$ cat src/rtl/div_pkg.sv
// Shared types and helpers for the divider request front-end.
// Helpers work at MAX_W bits; callers slice down to their own width.
package div_pkg;

  localparam int MAX_W = 128;

  typedef enum logic [1:0] {
    OP_DIV  = 2'b00,
    OP_DIVU = 2'b01,
    OP_REM  = 2'b10,
    OP_REMU = 2'b11
  } div_op_e;

  typedef enum logic [2:0] {
    ST_IDLE,
    ST_LAUNCH,
    ST_WAIT,
    ST_FIXUP,
    ST_RESP
  } div_state_e;

  function automatic logic [MAX_W-1:0] neg2c(input logic [MAX_W-1:0] x);
    return ~x + MAX_W'(1);
  endfunction

  // Most negative value of a w-bit two's-complement number
  function automatic logic [MAX_W-1:0] min_val(input int unsigned w);
    return MAX_W'(1) << (w - 1);
  endfunction

endpackage

$ cat src/rtl/div_result_cache.sv
// One-entry quotient/remainder cache keyed on {a, b, unsigned flag}.
// Cleared only by reset; each write overwrites the single entry.
module div_result_cache #(
  parameter int W = 32
) (
  input  logic         clk,
  input  logic         rst,
  input  logic         i_wr_en,
  input  logic [W-1:0] i_wr_a,
  input  logic [W-1:0] i_wr_b,
  input  logic         i_wr_uns,
  input  logic [W-1:0] i_wr_q,
  input  logic [W-1:0] i_wr_r,
  input  logic [W-1:0] i_lk_a,
  input  logic [W-1:0] i_lk_b,
  input  logic         i_lk_uns,
  output logic         o_hit,
  output logic [W-1:0] o_q,
  output logic [W-1:0] o_r
);

  logic         r_vld;
  logic [W-1:0] r_a, r_b, r_q, r_r;
  logic         r_uns;

  always_ff @(posedge clk or posedge rst) begin
    if (rst) begin
      r_vld <= 1'b0;
      r_a   <= '0;
      r_b   <= '0;
      r_uns <= 1'b0;
      r_q   <= '0;
      r_r   <= '0;
    end else if (i_wr_en) begin
      r_vld <= 1'b1;
      r_a   <= i_wr_a;
      r_b   <= i_wr_b;
      r_uns <= i_wr_uns;
      r_q   <= i_wr_q;
      r_r   <= i_wr_r;
    end
  end

  assign o_hit = r_vld && (r_a == i_lk_a) && (r_b == i_lk_b) && (r_uns == i_lk_uns);
  assign o_q   = r_q;
  assign o_r   = r_r;

endmodule

$ cat src/rtl/div_issue_ctrl.sv
// Divide/remainder front-end: special cases, sign handling and result reuse
// around an unsigned iterative divider. One request in flight at a time.
module div_issue_ctrl
  import div_pkg::*;
#(
  parameter int PARALLELISM = 32,
  parameter int TAG_W       = 4,
  parameter bit REUSE_EN    = 1'b1
) (
  input  logic                   clk,
  input  logic                   rst,
  input  logic                   req_valid,
  output logic                   req_ready,
  input  logic [1:0]             req_op,
  input  logic [PARALLELISM-1:0] req_a,
  input  logic [PARALLELISM-1:0] req_b,
  input  logic [TAG_W-1:0]       req_tag,
  output logic                   rsp_valid,
  input  logic                   rsp_ready,
  output logic [PARALLELISM-1:0] rsp_data,
  output logic [TAG_W-1:0]       rsp_tag,
  output logic                   div_valid,
  output logic [PARALLELISM-1:0] div_dividend,
  output logic [PARALLELISM-1:0] div_divisor,
  input  logic [PARALLELISM-1:0] div_quotient,
  input  logic [PARALLELISM-1:0] div_reminder,
  input  logic                   div_res_ready,
  output logic                   busy
);

  localparam int W  = PARALLELISM;
  localparam int HW = MAX_W - W;
  localparam logic [MAX_W-1:0] MIN_X = min_val(W);
  localparam logic [W-1:0]     MIN_V = MIN_X[W-1:0];

  div_state_e     r_state, w_state_nxt;
  div_op_e        r_op;
  logic [W-1:0]   r_a, r_b, r_res, r_dvd, r_dvs;
  logic [TAG_W-1:0] r_tag;
  logic           r_sa, r_sb;

  logic           w_acc, w_sa, w_sb, w_bzero, w_ovf, w_hit, w_hit_raw, w_fast;
  logic [W-1:0]   w_hit_q, w_hit_r, w_fast_res;
  logic [W-1:0]   w_neg_a, w_neg_b, w_neg_q, w_neg_r, w_fix_q, w_fix_r;
  logic [HW-1:0]  w_unused_na, w_unused_nb, w_unused_nq, w_unused_nr;

  assign {w_unused_na, w_neg_a} = neg2c(MAX_W'(req_a));
  assign {w_unused_nb, w_neg_b} = neg2c(MAX_W'(req_b));
  assign {w_unused_nq, w_neg_q} = neg2c(MAX_W'(div_quotient));
  assign {w_unused_nr, w_neg_r} = neg2c(MAX_W'(div_reminder));

  assign w_acc   = req_valid && (r_state == ST_IDLE);
  assign w_sa    = req_a[W-1] & ~req_op[0];
  assign w_sb    = req_b[W-1] & ~req_op[0];
  assign w_bzero = (req_b == '0);
  assign w_ovf   = ~req_op[0] && (req_a == MIN_V) && (&req_b);
  assign w_hit   = REUSE_EN && w_hit_raw;
  assign w_fast  = w_bzero || w_ovf || w_hit;

  div_result_cache #(.W(W)) u_cache (
    .clk      (clk),
    .rst      (rst),
    .i_wr_en  (REUSE_EN && (r_state == ST_FIXUP)),
    .i_wr_a   (r_a),
    .i_wr_b   (r_b),
    .i_wr_uns (r_op[0]),
    .i_wr_q   (w_fix_q),
    .i_wr_r   (w_fix_r),
    .i_lk_a   (req_a),
    .i_lk_b   (req_b),
    .i_lk_uns (req_op[0]),
    .o_hit    (w_hit_raw),
    .o_q      (w_hit_q),
    .o_r      (w_hit_r)
  );

  // Results that never touch the divider, in priority order
  always_comb begin
    w_fast_res = req_op[1] ? w_hit_r : w_hit_q;
    if (w_bzero)    w_fast_res = req_op[1] ? req_a : '1;
    else if (w_ovf) w_fast_res = req_op[1] ? '0 : MIN_V;
  end

  assign w_fix_q = (r_sa ^ r_sb) ? w_neg_q : div_quotient;
  assign w_fix_r = r_sa ? w_neg_r : div_reminder;

  always_comb begin
    w_state_nxt = r_state;
    req_ready   = 1'b0;
    div_valid   = 1'b0;
    rsp_valid   = 1'b0;
    busy        = 1'b1;
    unique case (r_state)
      ST_IDLE: begin
        req_ready = 1'b1;
        busy      = 1'b0;
        if (req_valid) w_state_nxt = w_fast ? ST_RESP : ST_LAUNCH;
      end
      ST_LAUNCH: begin
        div_valid   = 1'b1;
        w_state_nxt = ST_WAIT;
      end
      ST_WAIT:  if (div_res_ready) w_state_nxt = ST_FIXUP;
      ST_FIXUP: w_state_nxt = ST_RESP;
      ST_RESP: begin
        rsp_valid = 1'b1;
        if (rsp_ready) w_state_nxt = ST_IDLE;
      end
      default: w_state_nxt = ST_IDLE;
    endcase
  end

  always_ff @(posedge clk or posedge rst) begin
    if (rst) r_state <= ST_IDLE;
    else     r_state <= w_state_nxt;
  end

  always_ff @(posedge clk or posedge rst) begin
    if (rst) begin
      r_op  <= OP_DIV;
      r_a   <= '0;
      r_b   <= '0;
      r_tag <= '0;
      r_sa  <= 1'b0;
      r_sb  <= 1'b0;
      r_res <= '0;
      r_dvd <= '0;
      r_dvs <= '0;
    end else begin
      if (w_acc) begin
        r_op  <= div_op_e'(req_op);
        r_a   <= req_a;
        r_b   <= req_b;
        r_tag <= req_tag;
        r_sa  <= w_sa;
        r_sb  <= w_sb;
        if (w_fast) begin
          r_res <= w_fast_res;
        end else begin
          r_dvd <= w_sa ? w_neg_a : req_a;
          r_dvs <= w_sb ? w_neg_b : req_b;
        end
      end
      if (r_state == ST_FIXUP) r_res <= r_op[1] ? w_fix_r : w_fix_q;
    end
  end

  assign rsp_data     = r_res;
  assign rsp_tag      = r_tag;
  assign div_dividend = r_dvd;
  assign div_divisor  = r_dvs;

endmodule

$ cat config.mk
export PLATFORM = sky130hd
export DESIGN_NAME = div_issue_ctrl
export DESIGN_NICKNAME = d
export VERILOG_FILES = /design/src/rtl/div_pkg.sv /design/src/rtl/div_result_cache.sv /design/src/rtl/div_issue_ctrl.sv
export SDC_FILE = /design/constraint.sdc
export NUM_CORES = 1
export LEC_CHECK = 0
export CAP_MARGIN = 20
export CORE_ASPECT_RATIO = 0.7
export CORE_MARGIN = 5
export CORE_UTILIZATION = 49
export CTS_CLUSTER_SIZE = 20
export DETAILED_ROUTE_END_ITERATION = 8
export DONT_BUFFER_PORTS = 1
export PLACE_DENSITY = 0.66
export SYNTH_ARGS = -nofsm -noshare
export SYNTH_HDL_FRONTEND = slang
export SYNTH_SLANG_ARGS = --single-unit
$ cat constraint.sdc
create_clock -name clk -period 9.65 [get_ports clk]
set_input_delay 1.93 -clock clk [delete_from_list [all_inputs] [get_ports clk]]
set_output_delay 1.93 -clock clk [all_outputs]
set_load 0.05 [all_outputs]
==> metrics <==
Post-CTS Hold Fix Bufs=0; Ports=243; first-pass GRT wire length=79500 microns; average wire per standard cell=23.7 microns; # resized after CTS=0; number of diodes=0; Switching Share=0.464; top-area cell type share of the netlist area=0.467; area grow syn2layout=7.58%; Initial Util=0.497; P_sw=2.82 mW; DP HPWL=37000 microns; Post-layout nets=1900; Final Critical Period=6050 ps; commonest cells in the synthesized netlist=nand2_1 (493), dfrtp_1 (301), o21ai_0 (206), clkbuf_1 (112), xnor2_1 (104); RSZ-0062 raised after global routing=no; GRT overflow=0; initial DRC count=1746; Sink Count=301; Die Wd=227 microns; port buffer count=0; Synth Area per Inst=8.79 sq um; drt pass-1 iters=6; post-synthesis sequential area ratio=0.467; CTS Buffer Depth=3; FF+latch count, synth=301; layout cell share with drive strength beyond 1=0.0777; Ys Warns=0; status=completed; max_cap viols=0; Post-synth EDFFs=0; Total GRT Usage=0.277; critical path's slowest cell=nand2_2; die span in y=162 microns; CP Launch Type=input port; setup_tns=0 ps; Comb pwr share=0.316; asr flop ratio synth=1.00; cells after synthesis=1835; post-CTS setup buffer count=0; Slew @ Worst Pin=1200 ps; Overall Power=6.08 mW; count leader, synth=nand2_1; Top FF cell, synth=dfrtp_1; via count=13.3k; Hold Path Class=flop to flop; root buffer cell=clkbuf_16; Synth area leaders=dfrtp_1 (47%), nand2_1 (11%), o21ai_0 (6.4%); Relative slew margins=0.202; number of global-route vias before repair=12.5k; Pins Over Slew Limit=0; CP Capture Type=flop; Seq pwr share=0.490; CP max FO=33; fmax=165 MHz; Final GP Congestion=0.912; Yosys top cell by area=dfrtp_1; clock skew=19.6 ps; Worst VDD drop=0.000452 V; Core Area=0.0324 sq mm; Mapped Area=0.0161 sq mm; internal power=3.26 mW; worst skew pair latency=570 ps; Hold Vio Cnt, Final=0; final setup fails=0; Cell variety after synth=69; crit path cell chain=inv_1 > ha_1 > or3b_2 > nor4_4 > nand4_2 > or2_1 > o311a_2 > nand2_2 > buf_4 > mux2_2; CTS tree=built; CP max stage delay=710 ps; H-tree Lvls=1; final worst-path cycle share=0.627; clk slew on worst S/H paths=60 ps; cts bufs inserted=31; Synthesized Nets=1979; initial antenna violation count=0; DR DRC count=0; full die area=0.0367 sq mm; DR vias/cell=6.02; CP arrival=6500 ps; DRT Wirelength=52200 microns; critical path type=input port to flop; Rows=55; pin count of the biggest net entering global routing=206; PwrDens=351 mW/mm^2; Clock power frac=0.194; WP data required=10100 ps; Leakage=7.64 nW; post-route antenna net violation count=0
[final timing paths]
| check | start | to | slack [ps] | depth (start not counted) |
|---|---|---|---|---|
| max | req_a[0] | div_divisor[13] | 3600 | 10 |
| min | r_b[15] | u_cache.r_b[15] | 460 | 2 |
| max reg2reg | u_cache.r_b[1] | div_divisor[13] | 5510 | 8 |
| min reg2reg | r_b[15] | u_cache.r_b[15] | 460 | 2 |
| max in group asynchronous | rst | u_cache.r_a[28] | 6700 | 3 |
| min in group asynchronous | rst | u_cache.o_r[10] | 1410 | 2 |
[power groups by stage]
stage	Combinational, mW	Clock [mW]	Sequential, mW
2_1_floorplan	1.49	0	2.83
5_1_grt	2.15	1.25	3.05
4_1_cts	1.92	1.19	2.98
3_5_place_dp	1.91	0	3.00
6_report	1.92	1.18	2.98
3_3_place_gp	1.86	0	2.98
[cell type report]
class	instances	area (sq um)
Tap cell	427	534
Multi-Input combinational cell	1357	7930
Timing Repair Buffer	21	199
Inverter	44	169
Fill cell	2924	15100
Clock buffer	46	882
Clock inverter	8	93.8
Sequential cell	301	7530
[per-stage QoR]
step | util | instances | cell area [sq um] | hold WS [ps] | setup slack [ps]
3_5_place_dp | 0.504 | 2149 | 16300 | 449 | 3060
2_1_floorplan | - | 1835 | 16100 | 434 | 3720
3_3_place_gp | 0.504 | 2148 | 16300 | 445 | 3260
6_report | 0.535 | 2204 | 17300 | 459 | 3600
5_1_grt | 0.535 | 2204 | 17300 | 483 | 3410
4_1_cts | 0.534 | 2203 | 17300 | 456 | 3660
[state kept, by name, summed over array words and instances (netlist names), 2 cells and up]
| name | flops |
|---|---|
| div_dividend | 32 |
| div_divisor | 32 |
| r_a | 32 |
| r_b | 32 |
| rsp_data | 32 |
| u_cache.o_q | 32 |
| u_cache.o_r | 32 |
| u_cache.r_a | 32 |
| u_cache.r_b | 32 |
| rsp_tag | 4 |
| r_state | 3 |
| r_op | 2 |
[cells by family after synthesis]
family,Yosys count,share of synthesized area
AO/OA/AOI/OAI,394,0.151
XOR/XNOR,167,0.0907
flip-flops,301,0.467
multiplexers,70,0.0466
adder cells (fa/ha/maj),5,0.00388
AND/OR/NAND/NOR,721,0.197
buffers and inverters,177,0.0434
[placed cells by master, fill, tap and decap left out, types with 23 or more instances in the layout]
cell type	instances
nor3_1	24
dfrtp_1	301
o31ai_1	24
nand2_1	492
mux2_2	41
nor4_1	23
xnor2_1	104
nor2_1	62
xor2_1	63
inv_1	43
mux2i_1	29
nand4_1	25
a21oi_1	41
clkbuf_16	31
o21ai_0	206
[per-layer routing]
metal | track usage | part of all wire | wire (microns) | up-vias
li1 | - | - | - | 6089
met1 | 0.431 | 0.46 | 24100 | 6558
met2 | 0.392 | 0.42 | 22200 | 560
met3 | 0.0735 | 0.095 | 4960 | 58
met4 | 0.0484 | 0.019 | 974 | 0
met5 | 0.00134 | 0 | 0 | -
[worst max-delay path: cells and delay by family]
| family | cells | cell delay (ps) |
|---|---|---|
| simple gates | 5 | 2870 |
| buf+inv | 2 | 610 |
| compound gates | 1 | 440 |
| mux | 1 | 390 |
| fa+ha+maj | 1 | 190 |
Note: power is estimated with default switching activity, not from simulation.
==> variant (config.mk and constraints unchanged) <==
Reset style: synchronous (`rst`), changed in 3 clocked blocks.
--- a/src/rtl/div_result_cache.sv
+++ b/src/rtl/div_result_cache.sv
@@ -23,7 +23,7 @@
   logic [W-1:0] r_a, r_b, r_q, r_r;
   logic         r_uns;
 
-  always_ff @(posedge clk or posedge rst) begin
+  always_ff @(posedge clk) begin
     if (rst) begin
       r_vld <= 1'b0;
       r_a   <= '0;
--- a/src/rtl/div_issue_ctrl.sv
+++ b/src/rtl/div_issue_ctrl.sv
@@ -110,12 +110,12 @@
     endcase
   end
 
-  always_ff @(posedge clk or posedge rst) begin
+  always_ff @(posedge clk) begin
     if (rst) r_state <= ST_IDLE;
     else     r_state <= w_state_nxt;
   end
 
-  always_ff @(posedge clk or posedge rst) begin
+  always_ff @(posedge clk) begin
     if (rst) begin
       r_op  <= OP_DIV;
       r_a   <= '0;
Check against the original RTL: differs if rst is asserted again (counterexample within 4 cycles, from zero or initial values and one cycle with rst high); with rst held inactive, the same outputs for 4 cycles.
==> variant against the original RTL <==
Worst setup slack gained 1.2 ns. Routed wire length grew 15%. Sequential cell count is the same. Count of clock-buffer cells in the layout shrank 4. Cell area shrank 2.7%. Via count grew 15%. Clock skew shrank 0.00094 ns. Synthesized area shrank 1.5%. Non-clock buffer count shrank 5. Maximum frequency grew 26%. Synthesized cell count grew 11%. First-iteration DRC count grew 21%. Critical path type unchanged.
Power is not compared: it rests on default switching activity, and its combinational part moved more than twofold at a synthesized area within 25%.
==> variant: results (changes against the original RTL) <==
Route
  • 1st-iter DRT viols: 2118 (+21%)
  • Routed WL: 59.8 mm (+15%)
  • Vias after detailed routing: 15200 (+15%)

STA
  • Slew headroom: 17.1% (-3.2 points)
  • Clk_skew: 0.0187 ns (-0.000941 ns)

Worst setup path
  • R2r endpoint: rsp_data[19]$_SDFFE_PP0P_
  • R2r startpoint: r_state[2]$_SDFFE_PP0P_
  • FF-to-FF setup slack: 6.03 ns (+0.52 ns)
  • Crit-path max FO: 58 (+76%)
  • Crit-path max cell delay: 0.48 ns (-0.23 ns)
  • Critical Path End: div_divisor[21]$_SDFFE_PP0P_

Synth
  • Asr flop ratio synth: 0% (-100 points)
  • Synth Flop Type: dfxtp_1
  • Synth unique cells: 75 (+8.7%)
  • Leading post-synthesis cells by cell area: dfxtp_1, nand2_1, a21oi_1
  • Sequential area share after synthesis: 38.0% (-8.8 points)
  • Synthesized Nets: 2189 (+11%)

Global route
  • Vias in the first global route: 13600 (+8.6%)
  • GRT Resource Usage Total: 31.2% (+3.5 points)
  • Pin count of the biggest net entering global routing: 289 (+40%)
  • First-pass GRT wire length: 87.7 mm (+10%)

Final layout
  • Multi-input combinational area share: 53.6% (+7.8 points)
  • Fraction of area in registers: 35.7% (-7.7 points)
  • Logic inverters: 30 (-32%)
  • Fraction of layout cells with a size suffix above 1: 5.86% (-1.9 points)
  • Antenna diode count: 2 (+2)
  • Clock network area share: 6.04% (+0.41 points)
  • Nonclk buf count: 16 (-24%)
  • Nets: 2050 (+7.9%)
  • Non-clock buffer share of cell area: 0.786% (-0.36 points)

Run status
  • Status: finished, final reports clean

Placed design
  • Post-DP HPWL: 42.1 mm (+14%)

Clock network
  • Num CTS Buffers: 30 (-3.2%)
## variant: cell types whose count changed after synthesis, moves of 36 or more
| cell | unedited run | this run |
|---|---|---|
| o21ai_0 | 206 | 57 |
| a211oi_1 | 1 | 88 |
| a21oi_1 | 41 | 248 |
| dfxtp_1 | 0 | 301 |
| dfrtp_1 | 301 | 0 |
| clkbuf_1 | 112 | 148 |
| nand2_1 | 493 | 361 |
| nor2_1 | 62 | 126 |
| mux2_2 | 41 | 1 |
## variant: logic make-up (layout without fill, tap and decap cells)
kind of cell,after synthesis,count (layout),share of synthesized area (%)
mux,19,19,1.21
fa+ha+maj,5,5,0.394
flops,301,301,38.0
compound gates,582,582,23.7
buf+inv,217,100,5.48
simple gates,756,756,22.2
xor+xnor,165,165,9.10
other cells,0,2,0
## variant: routing by layer
layer	up-vias	routed length (microns)	global-route usage, %
li1	6971	-	-
met1	7243	25800	45.9
met2	913	23900	42.4
met3	105	8630	13.0
met4	0	1500	6.98
met5	-	0	0
## variant: worst register-to-register path, cell delays in order, from the launching register on
cell and delay [ns]:
dfxtp_1 0.40, nor3_2 0.88, nand2_2 0.53, or3_1 0.54, a2bb2oi_2 0.14, buf_4 0.27
nand2_1 0.52, a221oi_1 0.20
## variant: per-stage QoR
| step | area [sq um] | total power [mW] | hold slack, ns | util, % | cells |
|---|---|---|---|---|---|
| floorplan | 15900 | 1.87 | 0.432 | - | 2045 |
| global placement | 15800 | 1.95 | 0.435 | 49.3 | 2301 |
| detailed placement | 15800 | 1.96 | 0.443 | 49.3 | 2301 |
| CTS | 16900 | 3.16 | 0.444 | 52.5 | 2355 |
| global route | 16900 | 3.27 | 0.462 | 52.5 | 2355 |
| finish | 16900 | 3.16 | 0.442 | 52.5 | 2357 |
